`src/rtl/qspi_flash_cmd_mux.sv`:
```
// QSPI pad-sharing stage: passes the XIP reader through, or lets software drive a mode-0 SPI byte shifter over AHB-Lite.
// Define QSPI_CMD_IRQ_EN to add the transfer-complete irq output and STATUS bit2.
module qspi_flash_cmd_mux #(
  parameter int CLK_DIV = 2
) (
  input  logic        HCLK,
  input  logic        HRESETn,
  input  logic        HSEL,
  input  logic        HWRITE,
  input  logic        HREADY,
  input  logic [31:0] HADDR,
  input  logic [1:0]  HTRANS,
  input  logic [31:0] HWDATA,
  output logic        HREADYOUT,
  output logic [31:0] HRDATA,
  input  logic        xip_sck,
  input  logic        xip_ce_n,
  input  logic [3:0]  xip_dout,
  input  logic        xip_douten,
  output logic [3:0]  xip_din,
  output logic        sck,
  output logic        ce_n,
  output logic [3:0]  dout,
  output logic [3:0]  douten,
  input  logic [3:0]  din
`ifdef QSPI_CMD_IRQ_EN
  ,
  output logic        irq
`endif
);

  localparam int DIV_W = (CLK_DIV > 1) ? $clog2(CLK_DIV) : 1;
  localparam logic [DIV_W-1:0] DIV_LAST = DIV_W'(CLK_DIV - 1);

  typedef enum logic [1:0] {ST_IDLE, ST_LOW, ST_HIGH} state_t;

  state_t           r_state, w_nextState;
  logic [DIV_W-1:0] r_divCnt;
  logic [2:0]       r_bitCnt;
  logic [7:0]       r_tx, r_rx, r_rxData;
  logic             r_sck, r_mode, r_cs, r_owned;
  logic             r_dpValid, r_dpWrite;
  logic [1:0]       r_dpAddr;
  logic             w_busy, w_divDone, w_rise, w_fall, w_done;
  logic             w_wr, w_rd, w_wrCtrl, w_start, w_irqFlag;
  logic             w_unused;

  assign w_unused  = ^{HADDR[31:4], HADDR[1:0], HWDATA[31:8], HTRANS[0]};
  assign HREADYOUT = 1'b1;

  always_ff @(posedge HCLK or negedge HRESETn) begin
    if (!HRESETn) begin
      r_dpValid <= 1'b0;
      r_dpWrite <= 1'b0;
      r_dpAddr  <= 2'd0;
    end else if (HREADY) begin
      r_dpValid <= HSEL & HTRANS[1];
      r_dpWrite <= HWRITE;
      r_dpAddr  <= HADDR[3:2];
    end
  end

  assign w_busy    = (r_state != ST_IDLE);
  assign w_wr      = r_dpValid & r_dpWrite & HREADY;
  assign w_rd      = r_dpValid & ~r_dpWrite & HREADY;
  assign w_wrCtrl  = w_wr & (r_dpAddr == 2'd0) & ~w_busy;
  assign w_start   = w_wr & (r_dpAddr == 2'd1) & r_owned & ~w_busy;
  assign w_divDone = (r_divCnt == DIV_LAST);

  always_ff @(posedge HCLK or negedge HRESETn) begin
    if (!HRESETn) begin
      r_mode <= 1'b0;
      r_cs   <= 1'b0;
    end else if (w_wrCtrl) begin
      r_mode <= HWDATA[0];
      r_cs   <= HWDATA[1];
    end
  end

  // Ownership only moves while the other side is quiet: XIP idle to grab, shifter idle to release.
  always_ff @(posedge HCLK or negedge HRESETn) begin
    if (!HRESETn)
      r_owned <= 1'b0;
    else if (r_mode && xip_ce_n)
      r_owned <= 1'b1;
    else if (!r_mode && !w_busy)
      r_owned <= 1'b0;
  end

  always_ff @(posedge HCLK or negedge HRESETn) begin
    if (!HRESETn)
      r_state <= ST_IDLE;
    else
      r_state <= w_nextState;
  end

  always_comb begin
    w_nextState = r_state;
    w_rise      = 1'b0;
    w_fall      = 1'b0;
    w_done      = 1'b0;
    case (r_state)
      ST_IDLE: if (w_start) w_nextState = ST_LOW;
      ST_LOW: begin
        if (w_divDone) begin
          w_nextState = ST_HIGH;
          w_rise      = 1'b1;
        end
      end
      ST_HIGH: begin
        if (w_divDone) begin
          if (r_bitCnt == 3'd7) begin
            w_nextState = ST_IDLE;
            w_done      = 1'b1;
          end else begin
            w_nextState = ST_LOW;
            w_fall      = 1'b1;
          end
        end
      end
      default: w_nextState = ST_IDLE;
    endcase
  end

  // Shifter datapath: sample IO1 on the rising SCK edge, advance the MSB-first TX byte on the falling edge.
  always_ff @(posedge HCLK or negedge HRESETn) begin
    if (!HRESETn) begin
      r_divCnt <= '0;
      r_bitCnt <= 3'd0;
      r_tx     <= 8'd0;
      r_rx     <= 8'd0;
      r_rxData <= 8'd0;
      r_sck    <= 1'b0;
    end else if (w_start) begin
      r_tx     <= HWDATA[7:0];
      r_bitCnt <= 3'd0;
      r_divCnt <= '0;
      r_sck    <= 1'b0;
    end else if (w_busy) begin
      r_divCnt <= w_divDone ? '0 : r_divCnt + DIV_W'(1);
      if (w_rise) begin
        r_sck <= 1'b1;
        r_rx  <= {r_rx[6:0], din[1]};
      end
      if (w_fall) begin
        r_sck    <= 1'b0;
        r_tx     <= {r_tx[6:0], 1'b0};
        r_bitCnt <= r_bitCnt + 3'd1;
      end
      if (w_done) begin
        r_sck    <= 1'b0;
        r_rxData <= r_rx;
      end
    end
  end

`ifdef QSPI_CMD_IRQ_EN
  logic r_irq;

  always_ff @(posedge HCLK or negedge HRESETn) begin
    if (!HRESETn)
      r_irq <= 1'b0;
    else if (w_done)
      r_irq <= 1'b1;
    else if (w_rd && (r_dpAddr == 2'd2))
      r_irq <= 1'b0;
  end

  assign irq       = r_irq;
  assign w_irqFlag = r_irq;
`else
  assign w_irqFlag = 1'b0;
`endif

  always_comb begin
    HRDATA = '0;
    case (r_dpAddr)
      2'd0:    HRDATA[1:0] = {r_cs, r_mode};
      2'd2:    HRDATA[7:0] = r_rxData;
      2'd3:    HRDATA[2:0] = {w_irqFlag, r_owned, w_busy};
      default: HRDATA = '0;
    endcase
  end

  // IO1 stays an input in command mode; WP#/HOLD# are parked high.
  always_comb begin
    xip_din = din;
    if (r_owned) begin
      sck    = r_sck;
      ce_n   = ~r_cs;
      dout   = {2'b11, 1'b0, r_tx[7]};
      douten = 4'b1101;
    end else begin
      sck    = xip_sck;
      ce_n   = xip_ce_n;
      dout   = xip_dout;
      douten = {4{xip_douten}};
    end
  end

endmodule
```
`config.mk`:
```
export PLATFORM = sky130hd
export DESIGN_NAME = qspi_flash_cmd_mux
export DESIGN_NICKNAME = d
export VERILOG_FILES = /design/src/rtl/qspi_flash_cmd_mux.sv
export SDC_FILE = /design/constraint.sdc
export NUM_CORES = 1
export LEC_CHECK = 0
export ABC_AREA = 1
export BUFFER_PORTS_ARGS = -buffer_cell sky130_fd_sc_hd__buf_2
export CELL_PAD_IN_SITES_DETAIL_PLACEMENT = 0
export CELL_PAD_IN_SITES_GLOBAL_PLACEMENT = 2
export CORE_ASPECT_RATIO = 1.2
export CORE_MARGIN = 2
export CORE_UTILIZATION = 20
export CTS_CLUSTER_SIZE = 40
export DETAILED_ROUTE_END_ITERATION = 8
export PLACE_DENSITY_LB_ADDON = 0.1
export RECOVER_POWER = 25
export SLEW_MARGIN = 0
export SYNTH_ARGS = -nofsm -noshare
export SYNTH_HDL_FRONTEND = slang
export SYNTH_SLANG_ARGS = --single-unit
```
`constraint.sdc`:
```
create_clock -name HCLK -period 1.48 [get_ports HCLK]
set_input_delay 0.296 -clock HCLK [delete_from_list [all_inputs] [get_ports HCLK]]
set_output_delay 0.296 -clock HCLK [all_outputs]
set_load 0.05 [all_outputs]
```
==> impl_results.md <==
- Share of the synthesized area in the top cell type: a little under half
- H-Tree Level Count: 2
- Area leader, netlist: dfrtp_1
- Synth area leaders: dfrtp_1 45%, buf_4 12%, nand2_1 12%
- Die Ht: between 100 and 150 um
- Post-synthesis sequential area ratio: 45.05%
- Hold Path Class: in -> reg
- Worst Path Required: around 1700 ps
- Num CTS Buffers: 5
- PwrDens: ~1000 nW/um^2
- Die Span X: about 98 um
- Violated checks: negative setup slack
- FF+latch count, synth: 38
- Skew-Pair Late Insertion Delay: about 280 ps
- Initial Utilization: between 20% and 30%
- Clock Skews: around 5.0 ps
- Post-route clock period utilization: 109.1%
- Final Critical Period: around 1600 ps
- Dpl cell area: about 2400 sq um
- CTS tree: built
- Final hold vios: 0
- I/O Buffers: between 40 and 50
- Crit-path max cell delay: approximately 410 ps
- Dpl hpwl: around 3.6 mm
- Clk pin slew, worst setup/hold paths: roughly 60 ps
- Pint: 2.135 mW
- Antenna fix cells: 0
- Run status: finished, violations left
- WL per Instance: 11.31 um
- Most common cell after layout, fill and taps aside: nand2_1
- Synth Area per Inst: ~8.5 sq um
- Crit path launch type: flop
- Post-synthesis cell type count: 23
- Largest net degree at the start of global routing: 18
- Sequential power share: a little under two fifths
- IO Pins: 129
- Vias: approximately 1700
- CP endpoint kind: flop
- Maximum VDD drop: between 0.3 and 0.4 mV
- All-Layer GR Usage: 9.308%
- Final setup fails: 22
- Worst-path maximum fanout: 4
- CP Cell Sequence: inv_2 > buf_4 > buf_6 > buf_4 > buf_4 > buf_4 > buf_4 > buf_4 > buf_4 > o21ai_2
- Sw Ratio: 34.29%
- Fin. max-slew vios: 0
- Core area: around 10000 sq um
- Syn-to-layout area delta: 48.73%
- Critical path class: reg -> reg
- Initial antenna violation count: 0
- Worst path top cell family by delay: buffers and inverters
- Fill cell count: 1151
- Final wirelength: just over 5 mm
- Vias in the first global route: 1688
- RSZ-0062 raised after global routing: yes
- Clock power share: between 30% and 40%
- First DRT Iteration DRCs: 65
- Maximum clock rate: between 600 and 700 MHz
- Combinational Power Share: around 29%
- Commonest cells after routing, fill and taps aside: 53 x nand2_1, 35 x dfrtp_1, 25 x conb_1, 24 x buf_2, 24 x buf_6
- Final GP Congestion: 0.6671
- Critical path's slowest cell: dfrtp_2
- Max-cap viol count: 0
- Fin Setup TNS: -1087 ps
- Root buf cell: clkbuf_16
- Leak pwr: between 1.5 and 2 nW
- Final routed DRC violation total: 0
- Mapped Cells: approximately 250
- Synthesized cell area: ~2100 sq um
- Arrival time at the worst endpoint: about 1800 ps
- First-pass DRT Iterations: 4
- Yosys warns: 0
- CP most frequent cell: buf_4
- Antenna viol nets, final: 0
- GRT overflow: 0
- Share of cells above drive strength 1: 48.75%
- Die area: roughly 11000 sq um
- Cell Rows: 41
- Buf+Inv Stages, Crit Path: 9
- Finished Cell Area: about 3100 sq um
- DR vias/cell: around 3.8
- Max Buffers Root-to-Sink: 2
- First-pass GRT wire length: 8.459 mm
- Fin worst setup slack: -134.3 ps
- Multi-input gate area: ~1100 sq um
- CTS sink count: 38
- Nets: roughly 400
- Switching power: between 1 and 1.5 mW
- Reg area: between 900 and 1000 sq um
-- cell type report --
cell class                 count  share of cell area [%]
inverter                      28                   3.507
clock inverter                 1                  0.1594
clock buffer                   7                   4.544
multi-input combinational    168                   33.52
sequential                    38                   30.41
timing repair buffer          78                   22.72
tap                          129                   5.141
-- routing by layer --
layer	GRT usage, %	up-vias	wire [um]
met1	11.20	789	2171
met4	3.889	0	93
met3	1.735	7	183
li1	-	864	-
met2	16.46	36	2627
met5	0	-	0
-- timing repair --
item,4_1_cts,5_1_grt
pin swaps,7,9
hold buffers,1,0
setup endpoints to repair,33,37
gates resized for setup,50,58
cloned,0,1
hold endpoints to repair,14,0
setup buffers,13,6
-- flip-flops by register name (all words and copies together), names as in the netlist --
name and flops:
r_cs 1, r_dpValid 1, r_sck 1, r_rxData 8, r_bitCnt 3, r_owned 1
r_dpWrite 1, r_rx 8, r_tx 8, r_dpAddr 2, r_mode 1, r_divCnt 1
r_state 2
-- stage by stage --
step	hold slack, ps	total power [mW]	setup slack, ps	std cells	utilization (%)
finish	229.2	3.249	-134.3	449	30.15
global route	232.1	3.440	-208.0	449	30.15
CTS	221.1	3.223	-132.6	442	27.62
detailed placement	269.6	1.934	-143.2	420	23.49
global placement	267.1	1.935	-162.5	420	23.49
floorplan	0.4090	1.819	-179.4	270	-
-- synth_stat cells --
master / instances
nand2_1: 65
dfrtp_1: 38
buf_4: 33
inv_1: 25
o21ai_0: 24
nor2_1: 16
nand3_2: 11
nand3_1: 7
buf_6: 3
ha_1: 3
inv_2: 3
nand2_2: 3
o211ai_1: 3
conb_1: 2
nor2_4: 2
or2_2: 2
mux2_2: 1
nand3_4: 1
nand3b_1: 1
nand4_2: 1
nor3_4: 1
o21ai_2: 1
xor2_1: 1
-- final timing paths --
check / start / to / slack [ps] / cells past startpoint
max: r_dpAddr[0] / r_dpAddr[0] / -130 / 10
min: HADDR[2] / r_dpAddr[0] / 230 / 3
max reg2reg: r_dpAddr[0] / r_dpAddr[0] / -130 / 10
min reg2reg: r_rx[0] / r_rx[1] / 480 / 2
max in group asynchronous: HRESETn / r_tx[0] / 510 / 3
min in group asynchronous: HRESETn / r_rxData[5] / 490 / 2
-- kinds of logic after synthesis --
| family | synth area share [%] |
|---|---|
| AO/OA/AOI/OAI | 7.173 |
| multiplexers | 0.5335 |
| adder cells (fa/ha/maj) | 1.778 |
| XOR/XNOR | 0.4150 |
| other | 0.3558 |
| AND/OR/NAND/NOR | 26.38 |
| flip-flops | 45.05 |
| buffers and inverters | 18.32 |
-- power groups by stage --
stage	Sequential, mW	Combinational, mW	Clock (mW)
after floorplan	1.20	0.624	0
after CTS	1.20	0.872	1.15
after global placement	1.22	0.715	0
after global routing	1.22	1.04	1.18
after detailed placement	1.22	0.714	0
final	1.20	0.953	1.09
-- worst reg2reg max path: stages (launching register included) --
cell and delay (ps):
dfrtp_2 410, inv_2 60, buf_4 130, buf_6 100, buf_4 120, buf_4 120, buf_4 120, buf_4 120
buf_4 120, buf_4 120, o21ai_2 120
(Power assumes the default switching activity.)
